## config.mk

```make
export PLATFORM = sky130hd
export DESIGN_NAME = dac_spi_tx_flat
export DESIGN_NICKNAME = d
export VERILOG_FILES = /design/src/rtl/dac_spi_tx_if.sv /design/src/rtl/dac_spi_tx.sv /design/src/flat_wrapper.sv
export SDC_FILE = /design/constraint.sdc
export NUM_CORES = 1
export LEC_CHECK = 0
export CAP_MARGIN = 10
export CORE_ASPECT_RATIO = 1.25
export CORE_UTILIZATION = 54
export DETAILED_ROUTE_END_ITERATION = 8
export PLACE_DENSITY_LB_ADDON = 0.3
export SLEW_MARGIN = 20
export SYNTH_ARGS = -nofsm -noshare
export SYNTH_HDL_FRONTEND = slang
export SYNTH_SLANG_ARGS = --single-unit
export TNS_END_PERCENT = 50
```

## constraint.sdc

```tcl
create_clock -name clk -period 2.5 [get_ports clk]
set_input_delay 0.5 -clock clk [delete_from_list [all_inputs] [get_ports clk]]
set_output_delay 0.5 -clock clk [all_outputs]
set_load 0.03 [all_outputs]
```

## src/rtl/dac_spi_tx_if.sv

```systemverilog
// Host-side handshake and SPI pin bundle for the multi-channel DAC serializer.
interface dac_spi_tx_if #(
  parameter int DW  = 16,
  parameter int NCH = 2
);
  logic [NCH*DW-1:0] sample_in;
  logic              sample_valid;
  logic              sample_ready;
  logic [1:0]        power_state;
  logic              speed_sel;
  logic              dac_sclk;
  logic              dac_mosi;
  logic              dac_csb;
  logic              busy;
  logic              frame_done;

  modport master (
    output sample_in, sample_valid, power_state, speed_sel,
    input  sample_ready, dac_sclk, dac_mosi, dac_csb, busy, frame_done
  );

  modport slave (
    input  sample_in, sample_valid, power_state, speed_sel,
    output sample_ready, dac_sclk, dac_mosi, dac_csb, busy, frame_done
  );
endinterface

```

## src/rtl/dac_spi_tx.sv

```systemverilog
// Multi-channel DAC serializer: one {power, channel, sample} SPI frame per channel,
// or a single broadcast frame when a power-down code is latched.
module dac_spi_tx #(
  parameter int DW        = 16,
  parameter int NCH       = 2,
  parameter int CHW       = 1,
  parameter int HALF_FAST = 1,
  parameter int HALF_SLOW = 4,
  parameter int GAP       = 2
) (
  input  logic           clk,
  input  logic           rst,
  dac_spi_tx_if.slave    bus
);
  localparam int FW   = 2 + CHW + DW;
  localparam int MAXA = (HALF_FAST > HALF_SLOW) ? HALF_FAST : HALF_SLOW;
  localparam int MAXC = (MAXA > GAP) ? MAXA : GAP;
  localparam int CW   = (MAXC < 2) ? 1 : $clog2(MAXC);
  localparam int BW   = $clog2(FW + 1);
  localparam logic [CHW-1:0] LASTCH = CHW'(NCH - 1);

  typedef enum logic [2:0] {
    ST_IDLE, ST_SETUP, ST_SHIFT_HI, ST_SHIFT_LO, ST_HOLD, ST_GAP
  } state_t;

  state_t              state_q, state_d;
  logic [CW-1:0]       cnt_q, cnt_d;
  logic [CW-1:0]       hm1_q, hm1_d;
  logic [BW-1:0]       bits_q, bits_d;
  logic [FW-1:0]       sh_q, sh_d;
  logic [NCH*DW-1:0]   samp_q, samp_d;
  logic [1:0]          ps_q, ps_d;
  logic [CHW-1:0]      ch_q, ch_d;
  logic                last_q, last_d;
  logic                sclk_q, sclk_d;
  logic                mosi_q, mosi_d;
  logic                csb_q, csb_d;
  logic                done_q, done_d;
  logic                rdy_q, rdy_d;

  logic                cnt_zero;
  logic [FW-1:0]       frame_w;

  assign cnt_zero = (cnt_q == '0);
  // Power-down frames broadcast with zero address and data.
  assign frame_w  = (ps_q != 2'b00) ? {ps_q, {CHW{1'b0}}, {DW{1'b0}}}
                                    : {ps_q, ch_q, samp_q[ch_q*DW +: DW]};

  always_comb begin
    state_d = state_q;
    cnt_d   = cnt_zero ? cnt_q : cnt_q - 1'b1;
    hm1_d   = hm1_q;
    bits_d  = bits_q;
    sh_d    = sh_q;
    samp_d  = samp_q;
    ps_d    = ps_q;
    ch_d    = ch_q;
    last_d  = last_q;
    sclk_d  = sclk_q;
    mosi_d  = mosi_q;
    csb_d   = csb_q;
    done_d  = 1'b0;
    unique case (state_q)
      ST_IDLE: begin
        if (bus.sample_valid && rdy_q) begin
          samp_d  = bus.sample_in;
          ps_d    = bus.power_state;
          hm1_d   = bus.speed_sel ? CW'(HALF_FAST - 1) : CW'(HALF_SLOW - 1);
          ch_d    = '0;
          last_d  = 1'b0;
          cnt_d   = '0;
          // One csb-high cycle before the first frame reuses the gap path.
          state_d = ST_GAP;
        end
      end
      ST_GAP: begin
        if (cnt_zero) begin
          if (last_q) begin
            state_d = ST_IDLE;
          end else begin
            state_d = ST_SETUP;
            csb_d   = 1'b0;
            cnt_d   = hm1_q;
            sh_d    = frame_w;
            bits_d  = BW'(FW);
          end
        end
      end
      ST_SETUP, ST_SHIFT_LO: begin
        if (cnt_zero) begin
          cnt_d = hm1_q;
          if (state_q == ST_SHIFT_LO && bits_q == '0) begin
            state_d = ST_HOLD;
          end else begin
            state_d = ST_SHIFT_HI;
            sclk_d  = 1'b1;
            mosi_d  = sh_q[FW-1];
            sh_d    = {sh_q[FW-2:0], 1'b0};
            bits_d  = bits_q - 1'b1;
          end
        end
      end
      ST_SHIFT_HI: begin
        if (cnt_zero) begin
          state_d = ST_SHIFT_LO;
          sclk_d  = 1'b0;
          cnt_d   = hm1_q;
        end
      end
      ST_HOLD: begin
        if (cnt_zero) begin
          state_d = ST_GAP;
          csb_d   = 1'b1;
          mosi_d  = 1'b0;
          done_d  = 1'b1;
          cnt_d   = CW'(GAP - 1);
          if (ps_q != 2'b00 || ch_q == LASTCH) last_d = 1'b1;
          else                                 ch_d   = ch_q + 1'b1;
        end
      end
      default: state_d = ST_IDLE;
    endcase
    rdy_d = (state_d == ST_IDLE);
  end

  always_ff @(posedge clk or posedge rst) begin
    if (rst) begin
      state_q <= ST_IDLE;
      cnt_q   <= '0;
      hm1_q   <= '0;
      bits_q  <= '0;
      sh_q    <= '0;
      samp_q  <= '0;
      ps_q    <= '0;
      ch_q    <= '0;
      last_q  <= 1'b0;
      sclk_q  <= 1'b0;
      mosi_q  <= 1'b0;
      csb_q   <= 1'b1;
      done_q  <= 1'b0;
      rdy_q   <= 1'b0;
    end else begin
      state_q <= state_d;
      cnt_q   <= cnt_d;
      hm1_q   <= hm1_d;
      bits_q  <= bits_d;
      sh_q    <= sh_d;
      samp_q  <= samp_d;
      ps_q    <= ps_d;
      ch_q    <= ch_d;
      last_q  <= last_d;
      sclk_q  <= sclk_d;
      mosi_q  <= mosi_d;
      csb_q   <= csb_d;
      done_q  <= done_d;
      rdy_q   <= rdy_d;
    end
  end

  assign bus.sample_ready = rdy_q;
  assign bus.dac_sclk     = sclk_q;
  assign bus.dac_mosi     = mosi_q;
  assign bus.dac_csb      = csb_q;
  assign bus.frame_done   = done_q;
  assign bus.busy         = (state_q != ST_IDLE);
endmodule
```

## src/flat_wrapper.sv

```systemverilog
// flat-port wrapper written by rule: the top's interface ports become plain ports
module dac_spi_tx_flat 
#(
  parameter int DW        = 16,
  parameter int NCH       = 2,
  parameter int CHW       = 1,
  parameter int HALF_FAST = 1,
  parameter int HALF_SLOW = 4,
  parameter int GAP       = 2
)
  (clk, rst, bus_sample_in, bus_sample_valid, bus_power_state, bus_speed_sel, bus_sample_ready, bus_dac_sclk, bus_dac_mosi, bus_dac_csb, bus_busy, bus_frame_done);
  dac_spi_tx_if #(.DW(DW), .NCH(NCH)) bus_i ();
  input  logic clk;
  input  logic rst;
  input wire logic [$bits(bus_i.sample_in)-1:0] bus_sample_in;
  input wire logic [$bits(bus_i.sample_valid)-1:0] bus_sample_valid;
  input wire logic [$bits(bus_i.power_state)-1:0] bus_power_state;
  input wire logic [$bits(bus_i.speed_sel)-1:0] bus_speed_sel;
  output wire logic [$bits(bus_i.sample_ready)-1:0] bus_sample_ready;
  output wire logic [$bits(bus_i.dac_sclk)-1:0] bus_dac_sclk;
  output wire logic [$bits(bus_i.dac_mosi)-1:0] bus_dac_mosi;
  output wire logic [$bits(bus_i.dac_csb)-1:0] bus_dac_csb;
  output wire logic [$bits(bus_i.busy)-1:0] bus_busy;
  output wire logic [$bits(bus_i.frame_done)-1:0] bus_frame_done;
  assign bus_i.sample_in = bus_sample_in;
  assign bus_i.sample_valid = bus_sample_valid;
  assign bus_i.power_state = bus_power_state;
  assign bus_i.speed_sel = bus_speed_sel;
  assign bus_sample_ready = bus_i.sample_ready;
  assign bus_dac_sclk = bus_i.dac_sclk;
  assign bus_dac_mosi = bus_i.dac_mosi;
  assign bus_dac_csb = bus_i.dac_csb;
  assign bus_busy = bus_i.busy;
  assign bus_frame_done = bus_i.frame_done;
  dac_spi_tx #(.DW(DW), .NCH(NCH), .CHW(CHW), .HALF_FAST(HALF_FAST), .HALF_SLOW(HALF_SLOW), .GAP(GAP)) u_core (.clk(clk), .rst(rst), .bus(bus_i));
endmodule
```

==> results by group <==
Final layout
  – Fillers: 438
  – N_diodes: 0
  – Synth-to-layout area growth: 19.8%
  – Final nets: 361
  – Cell Count, Final, Fillers Out: 392
  – Share of layout cells above drive strength 1: 0.110

Synth
  – Unique cell type count in the Yosys netlist: 49
  – Top FF cell, synth: dfrtp_1
  – Synth area leaders: dfrtp_1, mux2_1, o21ai_1
  – Share of the synthesized area in the top cell type: 0.537
  – Seq/Total Area, Yosys: 0.545
  – Yosys reg bits: 71
  – Post-synth ARST share: 1.00
  – Post-Synthesis Cells: 281
  – Syn_area_per_cell: 11.6 um^2
  – Post-Syn Area: 3260 um^2
  – Syn Nets: 321
  – YS warnings: 0
  – EDFF count, synth: 0
  – Area leader, netlist: dfrtp_1

Setup path
  – CP Cell Sequence: nor3_2 > inv_2 > clkdlybuf4s50_1
  – R2r setup slk: 0.43 ns
  – Critical path depth: 3
  – CP max stage cell: clkdlybuf4s50_1
  – CP bufs+invs: 2
  – CP top delay family: buffers and inverters
  – Critical Path Sink: bus_busy
  – Worst R2R Start: u_core.bits_q[0]
  – Setup crit start: u_core.state_q[1]
  – Worst EP required: 2.00 ns
  – WP data arrival: 1.85 ns
  – Crit Path Max Fanout: 13
  – Worst Reg-to-Reg Cells: 6
  – CP max stage delay: 0.60 ns
  – CP Launch Type: register
  – CP endpoint kind: primary output
  – WS Path Type: register to primary output
  – Reg2reg end: u_core.bits_q[4]

Global routing
  – Gr usage total: 0.222
  – Vias in the first global route: 2294
  – Grt ovf: 0
  – Initial antenna violation count: 0
  – Largest net degree at the start of global routing: 61
  – First-pass GRT wire length: 10600 um

Timing
  – Least-Margin Pin Slew: 0.692 ns
  – # setup viols final: 0
  – Minimum clock period: 2.35 ns
  – RSZ-0062 raised after global routing: no
  – Setup Skew: 0.0106 ns
  – Final worst path period share: 0.941
  – Slew Limit Fails: 0
  – Setup TNS: 0 ns
  – Fin. Hold Viols: 0
  – Slew headroom: 0.537
  – Max Clock Freq: 425 MHz

Floorplanning
  – Die H: 88.9 um
  – Die area: 6350 um^2
  – Core area: 5820 um^2
  – Initial Util: 0.560
  – Site Rows: 31
  – Die Wd: 71.5 um
  – # IOs: 44

Place
  – Gpl congestion: 0.744
  – Post-DP HPWL: 4000 um
  – Inst Count DP: 376
  – I/O Buffers: 43

Power
  – PwrDens: 1190 nW/um^2
  – Pleak: 1.67 nW
  – Maximum VDD drop: 604 uV
  – Total Power: 0.00464 W

Clock network
  – Clk_lat worst skew: 0.35 ns
  – H-tree levels: 3
  – Post_cts resized: 0
  – Clock slew at reported path FFs: 0.08 ns
  – CTS Root Cell: clkbuf_8
  – CTS tree: built
  – Hold buffers post-CTS: 0
  – Post-CTS Setup Bufs: 0
  – CTS Buf Count: 9
  – CTS Buffer Depth: 2
  – TritonCTS Sinks: 71

Drt
  – Overall routed net length: 6200 um
  – DR WL/cell: 15.8 um
  – Residual DRC: 0
  – Initial DRC count: 162
  – Detailed Routing Iterations Pass 1: 4
  – Via count: 2294
  – Vias/cell: 5.85
  – Detail Route Antenna Nets: 0

Worst hold path
  – Hold WC Path Type: input pin to async pin

Status
  – Status: completed

Run
  – Max_cap viols: 0
-- cell usage in the layout (no fill, tap or decap), types with 2 or more instances in the layout --
cell type / Yosys / final
a21oi_1: 12 / 12
a221oi_1: 11 / 11
a221oi_2: 3 / 3
a31oi_1: 2 / 2
buf_12: 0 / 2
buf_4: 3 / 2
clkbuf_8: 0 / 12
clkdlybuf4s50_1: 0 / 43
clkinv_2: 0 / 2
dfrtp_1: 70 / 70
ha_1: 2 / 2
inv_1: 7 / 6
inv_2: 1 / 2
mux2_1: 34 / 34
mux2i_1: 3 / 3
nand2_1: 26 / 26
nand3_1: 3 / 3
nor2_1: 26 / 26
nor3_1: 2 / 2
nor4_1: 2 / 2
o21ai_1: 25 / 25
or2_1: 2 / 2
or3_1: 4 / 4
or3b_4: 2 / 2
-- area by class of cell --
type | instances | area [um^2] | share of cell area
Sequential cell | 71 | 1780 | 0.455
Multi-Input combinational cell | 183 | 1320 | 0.337
Timing Repair Buffer | 47 | 485 | 0.124
Clock buffer | 13 | 169 | 0.0433
Tap cell | 66 | 82.6 | 0.0211
Clock inverter | 3 | 40.0 | 0.0103
Inverter | 9 | 33.8 | 0.00865
-- flip-flops by register name (all words and copies together), names as in the netlist, 2 cells and up --
name and flops:
u_core.samp_q 32, u_core.sh_q 19, u_core.bits_q 5, u_core.state_q 3, u_core.cnt_q 2, u_core.ps_q 2
-- power by group --
part	internal (W)	switching [W]	total [W]
logic	0.000752	0.000819	0.00157
clock network	0.000540	0.000414	0.000954
registers	0.00170	0.000415	0.00212
total	0.00300	0.00165	0.00464
-- metal layers --
layer | wire [um] | track usage | part of all wire | vias up
li1 | - | - | - | 1081
met1 | 2650 | 0.272 | 0.43 | 1146
met2 | 3150 | 0.371 | 0.51 | 55
met3 | 283 | 0.0569 | 0.046 | 12
met4 | 120 | 0.105 | 0.019 | 0
met5 | 0 | 0 | 0 | -
-- metrics by stage --
step	hold slack [ns]	utilization	area, um^2	worst slack [ns]
2_1_floorplan	0.448	-	3260	0.205
3_3_place_gp	0.445	0.635	3700	0.523
3_5_place_dp	0.449	0.635	3700	0.468
4_1_cts	0.412	0.671	3910	0.134
5_1_grt	0.433	0.671	3910	0.0581
6_report	0.409	0.671	3910	0.147
-- cell usage after synthesis (all sizes together), types with 3 or more instances --
cell	instances
inv	8
o21ai	26
nor2	27
mux2	35
mux2i	3
a221oi	14
nor3	4
or3	4
or3b	3
clkbuf	3
nand3	3
buf	15
a21oi	13
dfrtp	70
nand2	26
-- worst register-to-register path: stages, from the launching register on --
cell,delay (ns)
dfrtp_1,0.41
inv_1,0.09
ha_1,0.13
or3b_4,0.40
o211a_1,0.49
and4_1,0.35
o21ai_1,0.13
-- cells by family (layout without fill, tap and decap cells) --
| group | Yosys count | in the layout | synth area share |
|---|---|---|---|
| compound gates | 65 | 65 | 0.139 |
| mux | 38 | 38 | 0.130 |
| fa+ha+maj | 2 | 2 | 0.00768 |
| flops | 71 | 71 | 0.545 |
| simple gates | 78 | 78 | 0.127 |
| buf+inv | 27 | 72 | 0.0507 |
-- worst min path at each step --
stage,endpoint,slack [ns],cells past startpoint
3_3_place_gp,u_core.bus.dac_csb,0.44,2
4_1_cts,u_core.cnt_q[1],0.41,2
5_1_grt,u_core.cnt_q[1],0.43,2
2_1_floorplan,u_core.sh_q[10],0.45,2
6_report,u_core.hm1_q[0],0.41,2
3_5_place_dp,u_core.bus.dac_csb,0.45,2
Note: power is estimated with default switching activity, not from simulation.
